[config.mk]
export PLATFORM = sky130hd
export DESIGN_NAME = loba_sched_flat
export DESIGN_NICKNAME = d
export VERILOG_FILES = /design/src/rtl/loba_sched_if.sv /design/src/rtl/loba_sched.sv /design/src/flat_wrapper.sv
export SDC_FILE = /design/constraint.sdc
export NUM_CORES = 1
export LEC_CHECK = 0
export CAP_MARGIN = 15
export CORE_MARGIN = 1.5
export CORE_UTILIZATION = 30
export DETAILED_ROUTE_END_ITERATION = 10
export SETUP_SLACK_MARGIN = 0.4
export SYNTH_ARGS = -nofsm -noshare
export SYNTH_HDL_FRONTEND = slang
export SYNTH_SLANG_ARGS = --single-unit
[constraint.sdc]
create_clock -name clk -period 15.45 [get_ports clk]
set_input_delay 3.09 -clock clk [delete_from_list [all_inputs] [get_ports clk]]
set_output_delay 3.09 -clock clk [all_outputs]
set_load 0.01 [all_outputs]
[src/rtl/loba_sched_if.sv]
// Request/response bundle for loba_sched: two request ports, one response port
// and the busy flag. The scheduler connects through the slave modport and the
// requesters/consumer drive the master side.
interface loba_sched_if #(
    parameter int N = 16
) ();
    logic           req0_valid;
    logic           req0_ready;
    logic [N-1:0]   req0_a;
    logic [N-1:0]   req0_b;
    logic           req1_valid;
    logic           req1_ready;
    logic [N-1:0]   req1_a;
    logic [N-1:0]   req1_b;
    logic           rsp_valid;
    logic           rsp_ready;
    logic [2*N-1:0] rsp_p;
    logic           rsp_id;
    logic           busy;

    modport master (
        output req0_valid, req0_a, req0_b,
        output req1_valid, req1_a, req1_b,
        output rsp_ready,
        input  req0_ready, req1_ready,
        input  rsp_valid, rsp_p, rsp_id, busy
    );

    modport slave (
        input  req0_valid, req0_a, req0_b,
        input  req1_valid, req1_a, req1_b,
        input  rsp_ready,
        output req0_ready, req1_ready,
        output rsp_valid, rsp_p, rsp_id, busy
    );
endinterface

[src/rtl/loba_sched.sv]
// loba_sched: round-robin two-port front end for a serial LOBA approximate
// multiplier. Each accepted operand pair is split into high/low leading-one
// segments, the three retained partial products are formed one per cycle on a
// single KxK multiplier and summed into a 2N-bit accumulator, and the result
// is presented with the ID of the port that issued it.
module loba_sched #(
    parameter int N = 16,
    parameter int K = 4
) (
    input  logic        clk,
    input  logic        rst_n,
    loba_sched_if.slave bus
);
    // Exponents never exceed N-K, so EW bits hold any leading-one index and
    // one extra bit holds the sum of two exponents.
    localparam int            EW  = $clog2(N);
    localparam int            SW  = EW + 1;
    localparam int            PW  = 2 * N;
    localparam logic [EW-1:0] KM1 = EW'(K - 1);

    typedef enum logic [2:0] {
        S_IDLE,
        S_DECOMP,
        S_MUL0,
        S_MUL1,
        S_MUL2,
        S_DONE
    } state_t;

    state_t         state_q, state_d;
    logic           ptr_q, ptr_d;      // last-served port
    logic           id_q, id_d;        // port of the in-flight transaction
    logic [PW-1:0]  acc_q, acc_d;

    logic           any_valid;
    logic           gnt;               // port that would be granted this cycle
    logic           accept;

    // Index 0 carries operand A, index 1 carries operand B.
    logic [N-1:0]   opnd_in [2];
    logic [K-1:0]   seg_h   [2];
    logic [K-1:0]   seg_l   [2];
    logic [EW-1:0]  exp_h   [2];
    logic [EW-1:0]  exp_l   [2];

    logic [K-1:0]   mul_a, mul_b;
    logic [2*K-1:0] prod;
    logic [SW-1:0]  mul_sh;
    logic [PW-1:0]  term;

    // Position of the highest set bit; zero for a zero input.
    function automatic logic [EW-1:0] msb_idx(input logic [N-1:0] x);
        logic [EW-1:0] idx;
        idx = '0;
        for (int i = 0; i < N; i++) begin
            if (x[i]) begin
                idx = EW'(i);
            end
        end
        return idx;
    endfunction

    // Round-robin grant: a lone requester wins, a tie goes to the port not last served.
    always_comb begin
        any_valid = bus.req0_valid | bus.req1_valid;
        gnt       = (bus.req0_valid & bus.req1_valid) ? ~ptr_q : bus.req1_valid;
        accept    = (state_q == S_IDLE) & any_valid;
    end

    assign bus.req0_ready = accept & ~gnt;
    assign bus.req1_ready = accept &  gnt;
    assign opnd_in[0]     = gnt ? bus.req1_a : bus.req0_a;
    assign opnd_in[1]     = gnt ? bus.req1_b : bus.req0_b;

    genvar gi;
    generate
        for (gi = 0; gi < 2; gi++) begin : g_opnd
            logic [N-1:0]  opnd_q;
            logic [K-1:0]  seg_h_q, seg_l_q;
            logic [EW-1:0] exp_h_q, exp_l_q;
            logic [EW-1:0] m_hi, m_lo, e_hi, e_lo;
            logic [K-1:0]  h_seg, l_seg;
            logic [N-1:0]  rem;

            // Split the latched operand into its top K-bit window and the
            // top K-bit window of what remains below it.
            always_comb begin
                m_hi  = msb_idx(opnd_q);
                e_hi  = (m_hi >= KM1) ? (m_hi - KM1) : '0;
                h_seg = K'(opnd_q >> e_hi);
                rem   = opnd_q - (N'(h_seg) << e_hi);
                m_lo  = msb_idx(rem);
                e_lo  = (m_lo >= KM1) ? (m_lo - KM1) : '0;
                l_seg = K'(rem >> e_lo);
            end

            // Operand capture on accept; segments and exponents frozen in DECOMP.
            always_ff @(posedge clk or negedge rst_n) begin
                if (!rst_n) begin
                    opnd_q  <= '0;
                    seg_h_q <= '0;
                    seg_l_q <= '0;
                    exp_h_q <= '0;
                    exp_l_q <= '0;
                end else begin
                    if (accept) begin
                        opnd_q <= opnd_in[gi];
                    end
                    if (state_q == S_DECOMP) begin
                        seg_h_q <= h_seg;
                        seg_l_q <= l_seg;
                        exp_h_q <= e_hi;
                        exp_l_q <= e_lo;
                    end
                end
            end

            assign seg_h[gi] = seg_h_q;
            assign seg_l[gi] = seg_l_q;
            assign exp_h[gi] = exp_h_q;
            assign exp_l[gi] = exp_l_q;
        end
    endgenerate

    // Single shared KxK multiplier, steered to one partial product per MUL state.
    always_comb begin
        mul_a  = '0;
        mul_b  = '0;
        mul_sh = '0;
        case (state_q)
            S_MUL0: begin
                mul_a  = seg_h[0];
                mul_b  = seg_h[1];
                mul_sh = SW'(exp_h[0]) + SW'(exp_h[1]);
            end
            S_MUL1: begin
                mul_a  = seg_h[0];
                mul_b  = seg_l[1];
                mul_sh = SW'(exp_h[0]) + SW'(exp_l[1]);
            end
            S_MUL2: begin
                mul_a  = seg_l[0];
                mul_b  = seg_h[1];
                mul_sh = SW'(exp_l[0]) + SW'(exp_h[1]);
            end
            default: ;
        endcase
        prod = {{K{1'b0}}, mul_a} * {{K{1'b0}}, mul_b};
        term = PW'(prod) << mul_sh;
    end

    // Sequencer next state: grant in IDLE, accumulate through MUL0..MUL2, hold DONE until taken.
    always_comb begin
        state_d = state_q;
        ptr_d   = ptr_q;
        id_d    = id_q;
        acc_d   = acc_q;
        case (state_q)
            S_IDLE: begin
                if (any_valid) begin
                    state_d = S_DECOMP;
                    ptr_d   = gnt;
                    id_d    = gnt;
                    acc_d   = '0;
                end
            end
            S_DECOMP: state_d = S_MUL0;
            S_MUL0: begin
                acc_d   = acc_q + term;
                state_d = S_MUL1;
            end
            S_MUL1: begin
                acc_d   = acc_q + term;
                state_d = S_MUL2;
            end
            S_MUL2: begin
                acc_d   = acc_q + term;
                state_d = S_DONE;
            end
            S_DONE: begin
                if (bus.rsp_ready) begin
                    state_d = S_IDLE;
                end
            end
            default: state_d = S_IDLE;
        endcase
    end

    // State, pointer, ID and accumulator registers; reset abandons any in-flight work.
    always_ff @(posedge clk or negedge rst_n) begin
        if (!rst_n) begin
            state_q <= S_IDLE;
            ptr_q   <= 1'b1;
            id_q    <= 1'b0;
            acc_q   <= '0;
        end else begin
            state_q <= state_d;
            ptr_q   <= ptr_d;
            id_q    <= id_d;
            acc_q   <= acc_d;
        end
    end

    assign bus.rsp_valid = (state_q == S_DONE);
    assign bus.rsp_p     = acc_q;
    assign bus.rsp_id    = id_q;
    assign bus.busy      = (state_q != S_IDLE);

endmodule
[src/flat_wrapper.sv]
// flat-port wrapper written by rule: the top's interface ports become plain ports
module loba_sched_flat 
#(
    parameter int N = 16,
    parameter int K = 4
)
  (clk, rst_n, bus_req0_valid, bus_req0_a, bus_req0_b, bus_req1_valid, bus_req1_a, bus_req1_b, bus_rsp_ready, bus_req0_ready, bus_req1_ready, bus_rsp_valid, bus_rsp_p, bus_rsp_id, bus_busy);
  loba_sched_if #(.N(N)) bus_i ();
  input  logic clk;
  input  logic rst_n;
  input wire logic [$bits(bus_i.req0_valid)-1:0] bus_req0_valid;
  input wire logic [$bits(bus_i.req0_a)-1:0] bus_req0_a;
  input wire logic [$bits(bus_i.req0_b)-1:0] bus_req0_b;
  input wire logic [$bits(bus_i.req1_valid)-1:0] bus_req1_valid;
  input wire logic [$bits(bus_i.req1_a)-1:0] bus_req1_a;
  input wire logic [$bits(bus_i.req1_b)-1:0] bus_req1_b;
  input wire logic [$bits(bus_i.rsp_ready)-1:0] bus_rsp_ready;
  output wire logic [$bits(bus_i.req0_ready)-1:0] bus_req0_ready;
  output wire logic [$bits(bus_i.req1_ready)-1:0] bus_req1_ready;
  output wire logic [$bits(bus_i.rsp_valid)-1:0] bus_rsp_valid;
  output wire logic [$bits(bus_i.rsp_p)-1:0] bus_rsp_p;
  output wire logic [$bits(bus_i.rsp_id)-1:0] bus_rsp_id;
  output wire logic [$bits(bus_i.busy)-1:0] bus_busy;
  assign bus_i.req0_valid = bus_req0_valid;
  assign bus_i.req0_a = bus_req0_a;
  assign bus_i.req0_b = bus_req0_b;
  assign bus_i.req1_valid = bus_req1_valid;
  assign bus_i.req1_a = bus_req1_a;
  assign bus_i.req1_b = bus_req1_b;
  assign bus_i.rsp_ready = bus_rsp_ready;
  assign bus_req0_ready = bus_i.req0_ready;
  assign bus_req1_ready = bus_i.req1_ready;
  assign bus_rsp_valid = bus_i.rsp_valid;
  assign bus_rsp_p = bus_i.rsp_p;
  assign bus_rsp_id = bus_i.rsp_id;
  assign bus_busy = bus_i.busy;
  loba_sched #(.N(N), .K(K)) u_core (.clk(clk), .rst_n(rst_n), .bus(bus_i));
endmodule
==> flow_metrics.py, run 1 <==
metrics = {
    "synthesis": {
        "synth_flop_cell": "dfrtp_1",
        "synthesis.nets": 1685,
        "syn_area_mm2": 0.0116,
        "synth_cells": 1522,
        "synth_seq_cells": 101,
        "ys_seq_area_share_pct": 21.7,
        "synth-async-reset-ratio_pct": 100,
        "yosysWarnings": 0,
        "synth_enable_flop_cells": 0,
        "avgSynthCellArea_um2": 7.65,
        "synth_cell_type_count": 91,
    },
    "floorplanning": {
        "die_w_um": 200,
        "rows": 71,
        "start_util_pct": 30.7,
        "io_pins": 106,
        "die_h_um": 200,
        "design.die.area_mm2": 0.0400,
        "core_area_mm2": 0.0379,
    },
    "route": {
        "wl_per_cell_um": 16.3,
        "drtAntennaViolNets": 0,
        "dr_total_vias": 11535,
        "finalWirelength_um": 34000,
        "drtIter0Drc": 1041,
        "dr.pass1.iters": 8,
        "drc_errors": 0,
        "vias_per_cell": 5.54,
    },
    "clocking": {
        "cts_buffer_depth": 2,
        "insertion_delay_ns": 0.38,
        "post_cts_buffers": 0,
        "cts_hold_buf": 0,
        "clk_pin_slew_ns": 0.08,
        "htree_levels": 3,
        "cts_buffers": 9,
        "cts.sinks": 101,
        "cts_resized": 0,
        "cts_tree": "done",
        "root_buffer": "clkbuf_16",
    },
    "worst_setup_path": {
        "crit_path_max_incr_delay_ns": 0.60,
        "crit_required_ns": 15.76,
        "startpoint": "u_core.g_opnd[1].opnd_q[2]",
        "arrival_ns": 9.61,
        "reg2reg_from": "u_core.g_opnd[1].opnd_q[2]",
        "cp_slowest_cell": "or4b_1",
        "crit_type": "flip-flop to flip-flop",
        "cp-end-kind": "flip-flop",
        "cp_max_fo": 23,
        "start_kind": "flip-flop",
    },
    "sta": {
        "fin_skew_ns": 0.0191,
        "rsz0062_at_grt": "false",
        "period_share_pct": 60.2,
        "finalSetupViolCount": 0,
        "drv_slew": 0,
        "tightest_slew_ns": 0.992,
        "slew_headroom_pct": 33.8,
        "fin_crit_ns": 9.29,
        "max_freq_mhz": 108,
        "tns_ns": 0,
        "final_hold_viol_count": 0,
    },
    "cells_and_area": {
        "n_antenna_cell": 0,
        "syn2layout_area_growth_pct": 14.9,
        "final_nets": 1728,
        "drive_gt1_share_pct": 5.48,
    },
    "run_status": {
        "outcome": "finished clean",
    },
    "grt": {
        "track_usage_pct": 17.1,
        "grt_max_degree": 69,
        "antenna_found_initial": 0,
        "grt_pass1_vias": 10705,
        "grt_overflow_total": 0,
        "grt_pass1_wl_um": 55300,
    },
    "placed_design": {
        "hpwl_um": 26000,
        "place_congestion": 0.894,
        "placement.io_buffers": 105,
    },
    "job": {
        "maxCapViolCount": 0,
    },
    "worst_hold_path": {
        "hold_path_class": "flip-flop to flip-flop",
        "worstHoldStart": "u_core.bus.rsp_id",
    },
}
-- synthesized netlist by cell type, types with 12 or more instances --
cell	count	area (µm²)
nand2b_1	23	144
o211ai_1	17	128
clkbuf_1	70	263
xnor2_1	39	342
o21ai_0	99	495
nand3_1	23	115
dfrtp_1	100	2500
a31oi_1	21	131
nor2_1	153	574
ha_1	85	1060
or3_1	14	87.6
a211oi_1	22	165
a21o_1	24	180
nor4_1	13	81.3
and2_1	16	100
nand2_1	199	747
a222oi_1	32	320
inv_1	87	327
mux2i_1	69	691
o22ai_1	15	93.8
xor2_1	21	184
a21oi_1	83	415
or2_2	14	87.6
nor3_1	26	130
nor2b_1	25	156
o21bai_1	12	90.1
o21a_1	17	128
-- per-layer routing --
layer	share of wire (%)	track usage (%)
met1	49	24.4
met2	44	27.3
met3	5.1	2.57
met4	1.2	3.45
met5	0	0
-- sequential cells by signal (all words and copies together) (netlist names) --
register,count
u_core.state_q,3
u_core.g_opnd.seg_l_q,8
u_core.g_opnd.exp_l_q,8
u_core.ptr_q,1
u_core.g_opnd.exp_h_q,8
u_core.g_opnd.seg_h_q,8
u_core.g_opnd.opnd_q,32
u_core.bus.rsp_id,1
u_core.bus.rsp_p,32
-- final cells by class --
type / instances / area, µm²
multi-input combinational: 1248 / 8460
tap: 511 / 639
fill: 4000 / 24500
clock inverter: 7 / 60.1
sequential: 101 / 2530
inverter: 87 / 327
clock buffer: 9 / 225
timing repair buffer: 118 / 1150
-- cell usage in the layout, fill, tap and decap left out, types with 8 or more instances in the layout --
cell / netlist / layout
xor2_1: 21 / 21
mux2_2: 9 / 9
or2_2: 14 / 14
a21oi_1: 83 / 83
nor2_1: 153 / 152
o211ai_1: 17 / 17
dfrtp_1: 100 / 100
nand2b_1: 23 / 23
a211oi_1: 22 / 21
o22ai_1: 15 / 15
ha_1: 85 / 85
a31oi_1: 21 / 21
nand2_1: 199 / 199
fa_1: 9 / 9
o21bai_1: 12 / 12
mux2i_1: 69 / 69
nand3_1: 23 / 23
nor4_1: 13 / 13
clkbuf_16: 0 / 9
inv_1: 87 / 87
nand4_1: 8 / 8
a22o_1: 9 / 9
o21a_1: 17 / 17
o21ai_0: 99 / 99
buf_4: 1 / 14
clkdlybuf4s50_1: 0 / 104
and2_1: 16 / 16
or3_1: 14 / 14
nor2b_1: 25 / 25
nor3_1: 26 / 26
a222oi_1: 32 / 32
xnor2_1: 39 / 39
a21o_1: 24 / 24
-- stage by stage --
step	util, %	std cells	area (µm²)	worst slack (ns)	hold WS (ns)
6_report	35.3	2081	13400	6.16	0.483
4_1_cts	35.3	2080	13400	6.31	0.488
5_1_grt	35.3	2081	13400	5.52	0.512
3_5_place_dp	34.5	2064	13100	6.32	0.469
3_3_place_gp	34.5	2064	13100	6.59	0.466
2_1_floorplan	-	1522	11600	7.15	0.446
-- cell families after synthesis --
group,count (synthesis),share of synthesized area [%]
AO/OA/AOI/OAI,460,27.5
XOR/XNOR,60,4.51
flip-flops,101,21.7
buffers and inverters,173,5.94
adder cells (fa/ha/maj),94,10.7
multiplexers,82,7.57
AND/OR/NAND/NOR,552,22.1
-- path summary, 6_finish.rpt --
kind	endpoint	slack [ns]	cells after the start
max	u_core.g_opnd[1].seg_l_q[0]	6.16	36
min	u_core.bus.rsp_id	0.48	1
max reg2reg	u_core.g_opnd[1].seg_l_q[0]	6.16	36
min reg2reg	u_core.bus.rsp_id	0.48	1
max in group asynchronous	u_core.g_opnd[1].opnd_q[2]	11.55	2
min in group asynchronous	u_core.bus.rsp_p[7]	2.67	1
-- worst max-delay path, delay by kind of cell (launching register included) --
| kind | cells | cell delay (ns) |
|---|---|---|
| flip-flops | 1 | 0.46 |
| multiplexers | 4 | 0.99 |
| XOR/XNOR | 1 | 0.31 |
| AO/OA/AOI/OAI | 15 | 3.77 |
| AND/OR/NAND/NOR | 11 | 2.47 |
| buffers and inverters | 1 | 0.05 |
| adder cells (fa/ha/maj) | 4 | 1.19 |
Power of run 1 is not shown: default switching activity piles up to over one toggle a cycle in this logic, so the estimate is an artifact.
==> run 2: changes to the inputs <==
==> constraint.sdc (replaced) <==
create_clock -name clk -period 9.5 [get_ports clk]
set_input_delay 1.9 -clock clk [delete_from_list [all_inputs] [get_ports clk]]
set_output_delay 1.9 -clock clk [all_outputs]
set_load 0.01 [all_outputs]
==> run 2 against run 1 <==
First-iteration DRC count increased by 20%. Utilization increased by 0.99 points. Cell area increased by 2.8%. Worst setup slack got worse by 5.3 ns. Via count is 0.52% higher. Wire length grew 2.9%. Critical path type unchanged. Critical endpoint unchanged. Largest cell class unchanged.
==> flow_metrics.py, run 2 (synthesized netlist as in run 1, its figures left out) <==
metrics = {
    "worst_setup_path": {
        "reg2reg_from": "u_core.g_opnd[1].opnd_q[2]",
        "crit_type": "flip-flop to flip-flop",
        "ff2ff_path_depth": 36,
        "cp-end-kind": "flip-flop",
        "start_kind": "flip-flop",
        "worstReg2RegEnd": "u_core.g_opnd[1].seg_l_q[0]",
        "crit_path_max_incr_delay_ns": 0.63,
        "cp_max_fo": 14,
        "arrival_ns": 8.96,
        "crit_family": "compound AO/OA/AOI/OAI gates",
        "crit_buf_inv": 0,
        "cp_slowest_cell": "or4b_1",
        "startpoint": "u_core.g_opnd[1].opnd_q[2]",
        "crit_path_end": "u_core.g_opnd[1].seg_l_q[0]",
        "cp_num_cells": 36,
        "crit_required_ns": 9.81,
        "rrSetupSlack_ns": 0.85,
    },
    "cells_and_area": {
        "fillCellCount": 3969,
        "final_common_cell": "nand2_1",
        "multi_input_area_mm2": 0.00860,
        "drive_gt1_share_pct": 8.09,
        "final_cell_mix": "nand2_1 (198), nor2_1 (151), clkdlybuf4s50_1 (104)",
        "final_nets": 1752,
        "syn2layout_area_growth_pct": 18.2,
        "regArea_mm2": 0.00253,
    },
    "clocking": {
        "clk_pin_slew_ns": 0.07,
        "cts_tree": "done",
        "cts_buffer_depth": 2,
        "cts_buffers": 9,
        "root_buffer": "clkbuf_16",
        "htree_levels": 3,
        "cts_hold_buf": 0,
        "cts.sinks": 101,
        "insertion_delay_ns": 0.37,
    },
    "grt": {
        "grt_pass1_vias": 10965,
        "grt_max_degree": 63,
        "grt_overflow_total": 0,
        "grt_pass1_wl_um": 56200,
        "antenna_found_initial": 1,
        "track_usage_pct": 17.2,
    },
    "sta": {
        "final_hold_viol_count": 0,
        "max_freq_mhz": 116,
        "finalSetupViolCount": 0,
        "drv_slew": 0,
        "period_share_pct": 91.1,
        "rsz0062_at_grt": "true",
        "slew_headroom_pct": 29.7,
        "fin_skew_ns": 0.0119,
        "fin_crit_ns": 8.65,
        "tns_ns": 0,
        "tightest_slew_ns": 1.05,
    },
    "placed_design": {
        "place_congestion": 0.938,
        "hpwl_um": 26300,
        "placement.io_buffers": 105,
    },
    "route": {
        "vias_per_cell": 5.51,
        "finalWirelength_um": 35000,
        "drtIter0Drc": 1252,
        "drtAntennaViolNets": 0,
        "drc_errors": 0,
        "dr.pass1.iters": 6,
        "wl_per_cell_um": 16.6,
        "dr_total_vias": 11595,
    },
    "job": {
        "maxCapViolCount": 0,
    },
    "floorplanning": {
        "die_h_um": 200,
        "core_area_mm2": 0.0379,
        "rows": 71,
        "io_pins": 106,
        "design.die.area_mm2": 0.0400,
        "die_w_um": 200,
        "start_util_pct": 30.7,
    },
    "run_status": {
        "outcome": "finished clean",
    },
    "worst_hold_path": {
        "hold_path_class": "flip-flop to flip-flop",
    },
}
-- run 2: worst min-delay path by stage --
stage | startpoint | endpoint | slack (ns) | cells past startpoint
5_1_grt | u_core.bus.rsp_id | u_core.bus.rsp_id | 0.51 | 1
4_1_cts | u_core.bus.rsp_p[31] | u_core.bus.rsp_p[31] | 0.49 | 1
2_1_floorplan | u_core.g_opnd[0].exp_l_q[3] | u_core.g_opnd[0].exp_l_q[3] | 0.45 | 2
3_3_place_gp | u_core.bus.rsp_id | u_core.bus.rsp_id | 0.47 | 1
6_report | u_core.bus.rsp_p[31] | u_core.bus.rsp_p[31] | 0.48 | 1
3_5_place_dp | u_core.bus.rsp_id | u_core.bus.rsp_id | 0.47 | 1
-- run 2: metal layers --
| metal | share of wire, % | GRT usage [%] | vias to the layer above |
|---|---|---|---|
| met5 | 0 | 0 | - |
| met4 | 0.77 | 2.98 | 0 |
| met3 | 5.4 | 2.60 | 22 |
| met2 | 46 | 28.4 | 336 |
| met1 | 48 | 24.1 | 5519 |
| li1 | - | - | 5718 |
-- run 2: repair_timing --
item	in CTS	in global routing
endpoints found under the setup margin	3	9
pin swaps	0	8
buffers inserted	0	11
resized for setup	2	25
hold endpoints to repair	0	0
cloned	0	2
-- run 2: layout make-up --
| type | instances | share of cell area (%) |
|---|---|---|
| Antenna cell | 1 | 0.0182 |
| Clock buffer | 10 | 1.74 |
| Clock inverter | 6 | 0.855 |
| Inverter | 87 | 2.37 |
| Multi-Input combinational cell | 1250 | 62.5 |
| Sequential cell | 101 | 18.4 |
| Tap cell | 511 | 4.65 |
| Timing Repair Buffer | 140 | 9.53 |
-- run 2: per-stage QoR --
step	hold slack, ns	area [µm²]	worst slack [ns]	cells	util, %
floorplan	0.446	11600	1.20	1522	-
global placement	0.465	13200	0.520	2075	34.7
detailed placement	0.468	13200	0.389	2075	34.7
CTS	0.488	13500	0.414	2091	35.7
global route	0.507	13800	0.292	2105	36.3
finish	0.482	13800	0.845	2106	36.3
-- run 2: worst reg2reg max path, delay by kind of cell, from the launching register on --
family                   cells  cell delay, ns
AND/OR/NAND/NOR             12            2.46
flip-flops                   1            0.46
AO/OA/AOI/OAI               18            3.89
multiplexers                 3            0.93
adder cells (fa/ha/maj)      3            0.83
Power of run 2 is left out for the same reason.
==> run 3: changes to the inputs <==
--- a/config.mk
+++ b/config.mk
@@ -7,9 +7,11 @@
 export LEC_CHECK = 0
 export CAP_MARGIN = 15
 export CORE_MARGIN = 1.5
-export CORE_UTILIZATION = 30
+export CORE_UTILIZATION = 60
 export DETAILED_ROUTE_END_ITERATION = 10
+export PLACE_DENSITY = 0.83
 export SETUP_SLACK_MARGIN = 0.4
+export SKIP_LAST_GASP = 1
 export SYNTH_ARGS = -nofsm -noshare
 export SYNTH_HDL_FRONTEND = slang
 export SYNTH_SLANG_ARGS = --single-unit
==> run 3 against run 2 <==
Worst hold slack barely moved. Wire length fell by 4.2%. Utilization is 35 points higher.
==> flow_metrics.py, run 3 (synthesized netlist as in run 1, its figures left out) <==
metrics = {
    "sta": {
        "rsz0062_at_grt": "false",
        "finalSetupViolCount": 0,
        "fin_hold_ws_ns": 0.483,
        "period_share_pct": 90.3,
        "tns_ns": 0,
        "final_hold_viol_count": 0,
        "fin_crit_ns": 8.58,
        "drv_slew": 0,
        "max_freq_mhz": 117,
        "slew_headroom_pct": 25.3,
        "tightest_slew_ns": 1.11,
        "fin_skew_ns": 0.0157,
    },
    "clocking": {
        "cts_tree": "done",
        "cts_hold_buf": 0,
        "cts.sinks": 101,
        "cts_buffers": 9,
        "cts_buffer_depth": 2,
        "insertion_delay_ns": 0.35,
        "clk_pin_slew_ns": 0.07,
        "htree_levels": 3,
        "root_buffer": "clkbuf_16",
    },
    "run_status": {
        "outcome": "finished clean",
    },
    "grt": {
        "grt_pass1_vias": 10899,
        "grt_overflow_total": 0,
        "grt_max_degree": 68,
        "track_usage_pct": 32.5,
        "antenna_found_initial": 2,
        "grt_pass1_wl_um": 53500,
    },
    "floorplanning": {
        "die_h_um": 142,
        "start_util_pct": 61.6,
        "design.die.area_mm2": 0.0203,
        "io_pins": 106,
        "core_area_mm2": 0.0189,
        "die_w_um": 142,
        "rows": 50,
    },
    "placed_design": {
        "hpwl_um": 24900,
        "place_congestion": 0.988,
        "placement.io_buffers": 105,
        "placement.cell_area_mm2": 0.0128,
    },
    "worst_setup_path": {
        "crit_type": "flip-flop to flip-flop",
        "cp-end-kind": "flip-flop",
        "crit_path_max_incr_delay_ns": 0.54,
        "startpoint": "u_core.g_opnd[0].opnd_q[7]",
        "worstReg2RegEnd": "u_core.g_opnd[0].seg_l_q[0]",
        "cp_slowest_cell": "dfrtp_1",
        "cp_num_cells": 38,
        "ff2ff_path_depth": 38,
        "crit_path_end": "u_core.g_opnd[0].seg_l_q[0]",
        "rrSetupSlack_ns": 0.92,
        "cp_max_fo": 11,
        "crit_required_ns": 9.74,
        "reg2reg_from": "u_core.g_opnd[0].opnd_q[7]",
        "arrival_ns": 8.82,
        "crit_buf_inv": 4,
        "path_common_cell": "nand2_1",
        "crit_family": "compound AO/OA/AOI/OAI gates",
        "start_kind": "flip-flop",
    },
    "route": {
        "vias_per_cell": 6.50,
        "drc_errors": 0,
        "dr_total_vias": 12075,
        "finalWirelength_um": 33500,
        "drtAntennaViolNets": 0,
        "drtIter0Drc": 1287,
        "wl_per_cell_um": 18.0,
        "dr.pass1.iters": 7,
    },
    "cells_and_area": {
        "fin_area_mm2": 0.0134,
        "syn2layout_area_growth_pct": 15.4,
        "final_common_cell": "nand2_1",
        "n_antenna_cell": 0,
        "final_cell_mix": "nand2_1 (198), nor2_1 (151), clkdlybuf4s50_1 (104)",
        "drive_gt1_share_pct": 8.14,
        "fin_util_pct": 71.1,
        "final_nets": 1755,
    },
    "worst_hold_path": {
        "hold_path_class": "flip-flop to flip-flop",
    },
    "job": {
        "maxCapViolCount": 0,
    },
}
[run 3: worst min path at each step]
stage                     slack, ns                        start  depth (start not counted)                          end
final                          0.48  u_core.g_opnd[0].seg_h_q[0]                          2  u_core.g_opnd[0].seg_h_q[0]
after global routing           0.51  u_core.g_opnd[0].seg_h_q[0]                          2  u_core.g_opnd[0].seg_h_q[0]
after CTS                      0.48  u_core.g_opnd[0].seg_h_q[0]                          2  u_core.g_opnd[0].seg_h_q[0]
after detailed placement       0.47            u_core.bus.rsp_id                          1            u_core.bus.rsp_id
after global placement         0.46            u_core.bus.rsp_id                          1            u_core.bus.rsp_id
after floorplan                0.45  u_core.g_opnd[0].exp_l_q[3]                          2  u_core.g_opnd[0].exp_l_q[3]
[run 3: per-layer routing]
layer | GRT usage [%] | vias to the layer above | part of all wire, %
met2 | 54.5 | 571 | 47
met5 | 0 | - | 0.051
li1 | - | 5738 | -
met1 | 43.0 | 5677 | 43
met3 | 4.51 | 87 | 7.1
met4 | 11.7 | 2 | 3.3
[run 3: cell type report]
type / count / area (µm²)
repair buffers: 142 / 1350
clock buffers: 12 / 246
flip-flops and latches: 101 / 2530
multi-input cells: 1251 / 8630
fillers: 1608 / 5450
clock inverters: 4 / 32.5
inverters: 87 / 327
well taps: 260 / 325
[run 3: worst min-delay path, cell delays in order, from the launching register on]
cell	delay, ns
dfrtp_1	0.34
nand2_1	0.05
nand2_1	0.05
[run 3: metrics by stage]
step,cells,worst slack (ns)
finish,1857,0.920
global route,1857,0.401
CTS,1834,0.421
detailed placement,1818,0.343
global placement,1818,0.583
floorplan,1522,1.20
[run 3: repair_timing]
| action | 4_1_cts | 5_1_grt |
|---|---|---|
| gates resized for setup | 3 | 28 |
| setup endpoints to repair | 3 | 10 |
| cloned | 0 | 3 |
| buffers inserted | 0 | 19 |
| pin swaps | 0 | 9 |
Power of run 3 is left out for the same reason.
